$ cat config.mk
export PLATFORM = sky130hd
export DESIGN_NAME = mult_shift_add_core
export DESIGN_NICKNAME = d
export VERILOG_FILES = /design/src/rtl/mult_chk_pkg.sv /design/src/rtl/mult_shift_add_core.sv
export SDC_FILE = /design/constraint.sdc
export NUM_CORES = 1
export LEC_CHECK = 0
export ABC_AREA = 1
export CAP_MARGIN = 25
export CORE_UTILIZATION = 53
export CTS_CLUSTER_DIAMETER = 60
export DETAILED_ROUTE_END_ITERATION = 12
export PLACE_DENSITY = 0.81
export SYNTH_ARGS = -nofsm -noshare
export SYNTH_HDL_FRONTEND = slang
export SYNTH_SLANG_ARGS = --single-unit
$ cat constraint.sdc
create_clock -name clk -period 2.5 [get_ports clk]
set_input_delay 0.5 -clock clk [delete_from_list [all_inputs] [get_ports clk]]
set_output_delay 0.5 -clock clk [all_outputs]
set_load 0.02 [all_outputs]
$ cat src/rtl/mult_chk_pkg.sv
// Shared definitions for the mult4u fault checker.
//   state_t  : controller states (IDLE, CALC, DONE)
//   PW       : product width for the default operand width
//   step_w() : width of a step counter able to hold 0..width
package mult_chk_pkg;

  typedef enum logic [1:0] {
    IDLE = 2'd0,
    CALC = 2'd1,
    DONE = 2'd2
  } state_t;

  localparam int DEF_WIDTH = 4;
  localparam int PW        = 2 * DEF_WIDTH;

  function automatic int step_w(input int width);
    return $clog2(width + 1);
  endfunction

endpackage

$ cat src/rtl/mult_shift_add_core.sv
// Sequential shift-add reference multiplier.
// Ports:
//   clk, rst_n : clock, asynchronous active-low reset
//   start      : load a/b, clear acc and step (one-cycle strobe)
//   a, b       : unsigned operands, sampled on start
//   acc        : running / final product (2*WIDTH bits)
//   done       : high once WIDTH accumulate steps have completed
// The step count is fixed at WIDTH regardless of operand values.
module mult_shift_add_core
  import mult_chk_pkg::*;
#(
  parameter int WIDTH = 4
) (
  input  logic                 clk,
  input  logic                 rst_n,
  input  logic                 start,
  input  logic [WIDTH-1:0]     a,
  input  logic [WIDTH-1:0]     b,
  output logic [2*WIDTH-1:0]   acc,
  output logic                 done
);

  localparam int CPW = 2 * WIDTH;
  localparam int SW  = step_w(WIDTH);
  localparam logic [SW-1:0] LAST_STEP = SW'(WIDTH);

  logic [CPW-1:0]   a_ext;
  logic [WIDTH-1:0] b_sh;
  logic [SW-1:0]    step;
  logic             busy;

  assign done = busy && (step == LAST_STEP);

  always_ff @(posedge clk or negedge rst_n) begin
    if (!rst_n) begin
      a_ext <= '0;
      b_sh  <= '0;
      step  <= '0;
      busy  <= 1'b0;
      acc   <= '0;
    end else if (start) begin
      a_ext <= {{WIDTH{1'b0}}, a};
      b_sh  <= b;
      step  <= '0;
      busy  <= 1'b1;
      acc   <= '0;
    end else if (busy && !done) begin
      if (b_sh[0]) begin
        acc <= acc + (a_ext << step);
      end
      b_sh <= b_sh >> 1;
      step <= step + 1'b1;
    end
  end

endmodule

# Yosys cells after proc, flatten, opt, wreduce, memory -nomap -nowiden
# Cells that the tools add are included.
[word_totals] in_bits=11 reg_bits=20 latch_bits=0 ram_bits=0 elab_cells=22 output_inout_bits=9 romBits=0 mem_count=0
[op_classes] reduce_logical=6 n_mux=7 n_addsub=2 magnitude_cmp=0 n_eq_ne=1 n_shift=1 multipliers=0 div_mod_pow=0 n_bitwise=0
[op_table] operator="2-to-1 mux 8 bit" count=3
[op_table] operator="adder 8 bit" count=1
[op_table] operator="2-to-1 mux 4 bit" count=2
[op_table] operator="<< shifter 4 x 3 -> 8 bit" count=1
[op_table] operator="2-to-1 mux 3 bit" count=2
[op_table] operator="nonzero test 2 bit" count=2
[op_table] operator="adder 3 x 1 -> 3 bit (second input constant)" count=1
[op_table] operator="== test 3 bit (second input constant)" count=1
[op_table] operator="logical AND 1 bit" count=2
[op_table] operator="AND reduction 2 bit" count=1
[op_table] operator="zero test 1 bit" count=1

# Longest topological paths before layout
# Gate-level depths: netlist of run 1.
[depth] word_depth=6 depth_mapped=16 ltp_nobuf=16

# Worst setup path after synthesis of run 1
# Ideal clock, no wire load.
[synth_path] path_kind="reg-to-reg" from="register step[0]" to="register acc[7]" setup_slack_ns=0.715 arrival_time_ns=1.668 stages_incl_launch_ff=14 path_buffers=0 period_less_slack_ns=1.785 required_time_ns=2.383 setup_ns=0.117 cell_sequence="dfrtp_1 -> nand2_1 -> o21ai_0 -> o21ai_1 -> o22ai_1 -> ha_1 -> nand2_1 -> inv_1 -> nand2_1 -> nand2_1 -> a21oi_1 -> nand3_1 -> nand3_1 -> nand2_1"
[synth_between] elab_chain_len=6 elab_cells_between_ends=11 cone_classes="add/sub (1); eq/ne (1); shift (1); mux (3); reduce/logical (5)"
[synth_lines] item="start: declaration" line="mult_shift_add_core.sv:29" rtl="logic [SW-1:0] step;"
[synth_lines] item="start signal: assignment" line="mult_shift_add_core.sv:52" rtl="step <= step + 1'b1;"
[synth_lines] item="branches (longest 6 deep; another with adder 8 bit)"
[synth_lines] item="end signal: assignment" line="mult_shift_add_core.sv:49" rtl="acc <= acc + (a_ext << step);"
[synth_lines] item="end: declaration" line="mult_shift_add_core.sv:19" rtl="output logic [2*WIDTH-1:0] acc,"
# Several ways; the timed one is not identified. The select of a mux whose other input is x is not followed.
# A chain may end at the register's enable or synchronous reset.

# Worst setup path in the final report of run 1
# Ends and elaborated chain as after synthesis.

==> summary.md, run 1 <==
| Metric | Value |
|---|---|
| Outcome | completed |
| Post-synth net total | 192 |
| Die ar. | 2710 µm² |
| Startpoint types | register |
| Seq. cell area | 500 µm² |
| Nets | 216 |
| Relative slew margins | 0.763 |
| Antenna violations before repair | 0 |
| Max_cap viols | 0 |
| Fin. Hold Viols | 0 |
| RSZ-0062 raised after global routing | no |
| Power per Cell Area | 563 nW/µm² |
| CTS tree | done |
| FP Rows | 17 |
| Static Leakage | 0.803 nW |
| Layout cells sized above 1 | 0.119 |
| CP Max Fanout | 8 |
| Total power | 889 µW |
| Vias | 1,220 |
| First-pass GRT wire length | 5.19 mm |
| DR pass1 iterations | 5 |
| CP Data Required Time | 2710 ps |
| Largest net degree at the start of global routing | 21 |
| DRT Wirelength | 2.75 mm |
| Clock skew | 6.56 ps |
| Critical Path AT | 2410 ps |
| Number of routed nets with antenna violations | 0 |
| Setup-failing EPs final | 0 |
| Synth cell types | 30 |
| RR Startpoint | step[0] |
| Design area | 1580 µm² |
| Post-Synthesis Cell Area | 1330 µm² |
| Die width | 52.1 µm |
| Seq cells post-synth | 20 |
| Worst r2r path cells | 12 |
| HP Class | input pin to asynchronous set/reset pin |
| Ant diodes | 0 |
| Worst Setup SP | step[0] |
| Post-DP HPWL | 2.18 mm |
| Critical R2R Capture | acc[7] |
| DR iter-0 viols | 25 |
| Clock-pin slew on the worst setup and hold paths | 120 ps |
| Post-synth top cells | nand2_1, dfrtp_1, inv_1 |
| Fmax | 0.455 GHz |
| DRC | 0 |
| Vias in the first global route | 1,242 |
| Top post-synthesis cells by area | dfrtp_1, nand2_1, ha_1 |
| Placed inst area | 1550 µm² |
| I/O Pins | 20 |
| # fillers | 182 |
| Final count of pins violating max slew | 0 |
| Post-DR wirelength/cell | 12.4 µm |
| Clk_lat worst skew | 300 ps |
| Cts bufs inserted | 3 |
| PortBufs | 19 |
| Initial core utilization | 0.578 |
| Minimum clock period | 2200 ps |
| Clk buf depth | 2 |
| Vias per cell | 5.52 |
| Hold_buf cts | 0 |
| Synth warn | 0 |
| Worst Max-Slew Pin Slew | 355 ps |
| Async SR Flop Fraction | 1.00 |
| GP Congestion | 0.920 |
| Synthesized area per cell | 7.77 µm² |
| Total grt overflow | 0 |
| Clock Sink Count | 20 |
| Worst setup path end | acc[7] |
| Core box area | 2300 µm² |
| Most numerous cell in the Yosys netlist | nand2_1 |
| Final TNS setup | 0 ps |
| Worst VDD drop | 349 µV |
| Critical path class | register to register |
| CP endpoint kind | register |
| Yosys top cell area share | 0.377 |
| Fin crit share | 0.880 |
| Post-CTS Setup Inserts | 0 |
| Area of the multi-input gates | 722 µm² |
| Synthesized instance count | 171 |
| Die height | 52.1 µm |
| EDFF count, synth | 0 |
| Top FF cell, synth | dfrtp_1 |
| CTS root buffer | clkbuf_4 |
| Aggregate global-route resource usage | 0.258 |
| Post-synth top area cell | dfrtp_1 |
| Area Overhead vs Synth | 18.8% |
| Post-synthesis sequential area ratio | 0.377 |
| H-tree levels | 1 |
| Reg2Reg Setup Slack | 300 ps |
-- layout make-up --
type                       instances  area share
timing repair buffer              21       0.132
sequential                        20       0.317
multi-input combinational        128       0.457
clock buffer                       3      0.0143
tap                               28      0.0222
inverter                          21      0.0578
-- cell usage in the layout (no fill, tap or decap), types with 2 or more instances in the layout --
cell type / n
a21oi_1: 8
a22o_1: 2
buf_4: 2
clkbuf_4: 3
clkdlybuf4s50_1: 18
dfrtp_1: 20
ha_1: 9
inv_1: 13
inv_2: 5
nand2_1: 52
nand2_2: 3
nand2_4: 2
nand3_1: 7
nand3_2: 3
nand4_1: 3
nor2_1: 10
o211ai_1: 3
o21ai_0: 6
o21ai_1: 10
o21bai_1: 2
-- cells by family after synthesis --
family,count (synthesis),share of synthesized area
and+or+nand+nor,83,0.291
buffers and inverters,23,0.0800
adders and majority gates,10,0.0998
AOI/OAI and AO/OA,35,0.153
DFF,20,0.377
-- stage by stage --
stage	util	setup WS, ps	hold WS (ps)	instances
2_1_floorplan	-	715	204	171
3_3_place_gp	0.676	448	487	218
3_5_place_dp	0.676	365	508	218
4_1_cts	0.686	70.7	523	221
5_1_grt	0.687	110	558	221
6_report	0.687	300	517	221
-- report_power, final --
part,switching (mW),total [mW],internal [mW],leakage [nW]
logic,0.199,0.335,0.136,0.533
registers,0.0380,0.394,0.356,0.256
clock network,0.103,0.159,0.0562,0.0138
-- sequential cells by signal, summed over array words and instances (netlist names) --
register,flops
acc,8
a_ext,4
b_sh,4
step,3
busy,1
-- critical path, cell delays in order, from the launching register on --
cell and delay (ps):
dfrtp_1 480, o21ai_0 340, nand3_1 120, o211ai_1 110, ha_1 310, nand2_1 90, nand2_1 70, nand2_1 80
nand2_1 50, a21oi_1 200, nand3_1 110, nand3_1 90, nand2_1 60
-- how the worst min path moves through the flow --
stage                   from        to  slack (ps)  depth (start not counted)
finish                 rst_n    acc[3]         520                          2
CTS                    rst_n   step[2]         520                          2
global placement    a_ext[3]  a_ext[3]         490                          2
detailed placement   b_sh[2]   b_sh[2]         510                          2
floorplan              rst_n  a_ext[0]         200                          0
global route           rst_n    acc[0]         560                          2
-- routing by layer --
metal,vias to the layer above,wire length [µm],track usage
met5,-,0,0
met4,0,32,0.0901
met3,4,101,0.0351
met2,35,1400,0.464
met1,570,1210,0.310
li1,611,-,-
-- what timing repair did --
item,4_1_cts,5_1_grt
hold endpoints to repair,0,0
endpoints found under the setup margin,0,1
gates resized for setup,0,1
(Power assumes the default switching activity.)
==> inputs of run 2 (changes only) <==
HOLD_SLACK_MARGIN = 0.02   (was unset)
==> results of run 2 <==
Final layout, timing and power as in run 1 (identical DEF).
==> inputs of run 3 (changes only) <==
CTS_CLUSTER_DIAMETER = unset   (was 60)
==> results of run 3 <==
Final layout, timing and power as in run 1 (identical DEF).
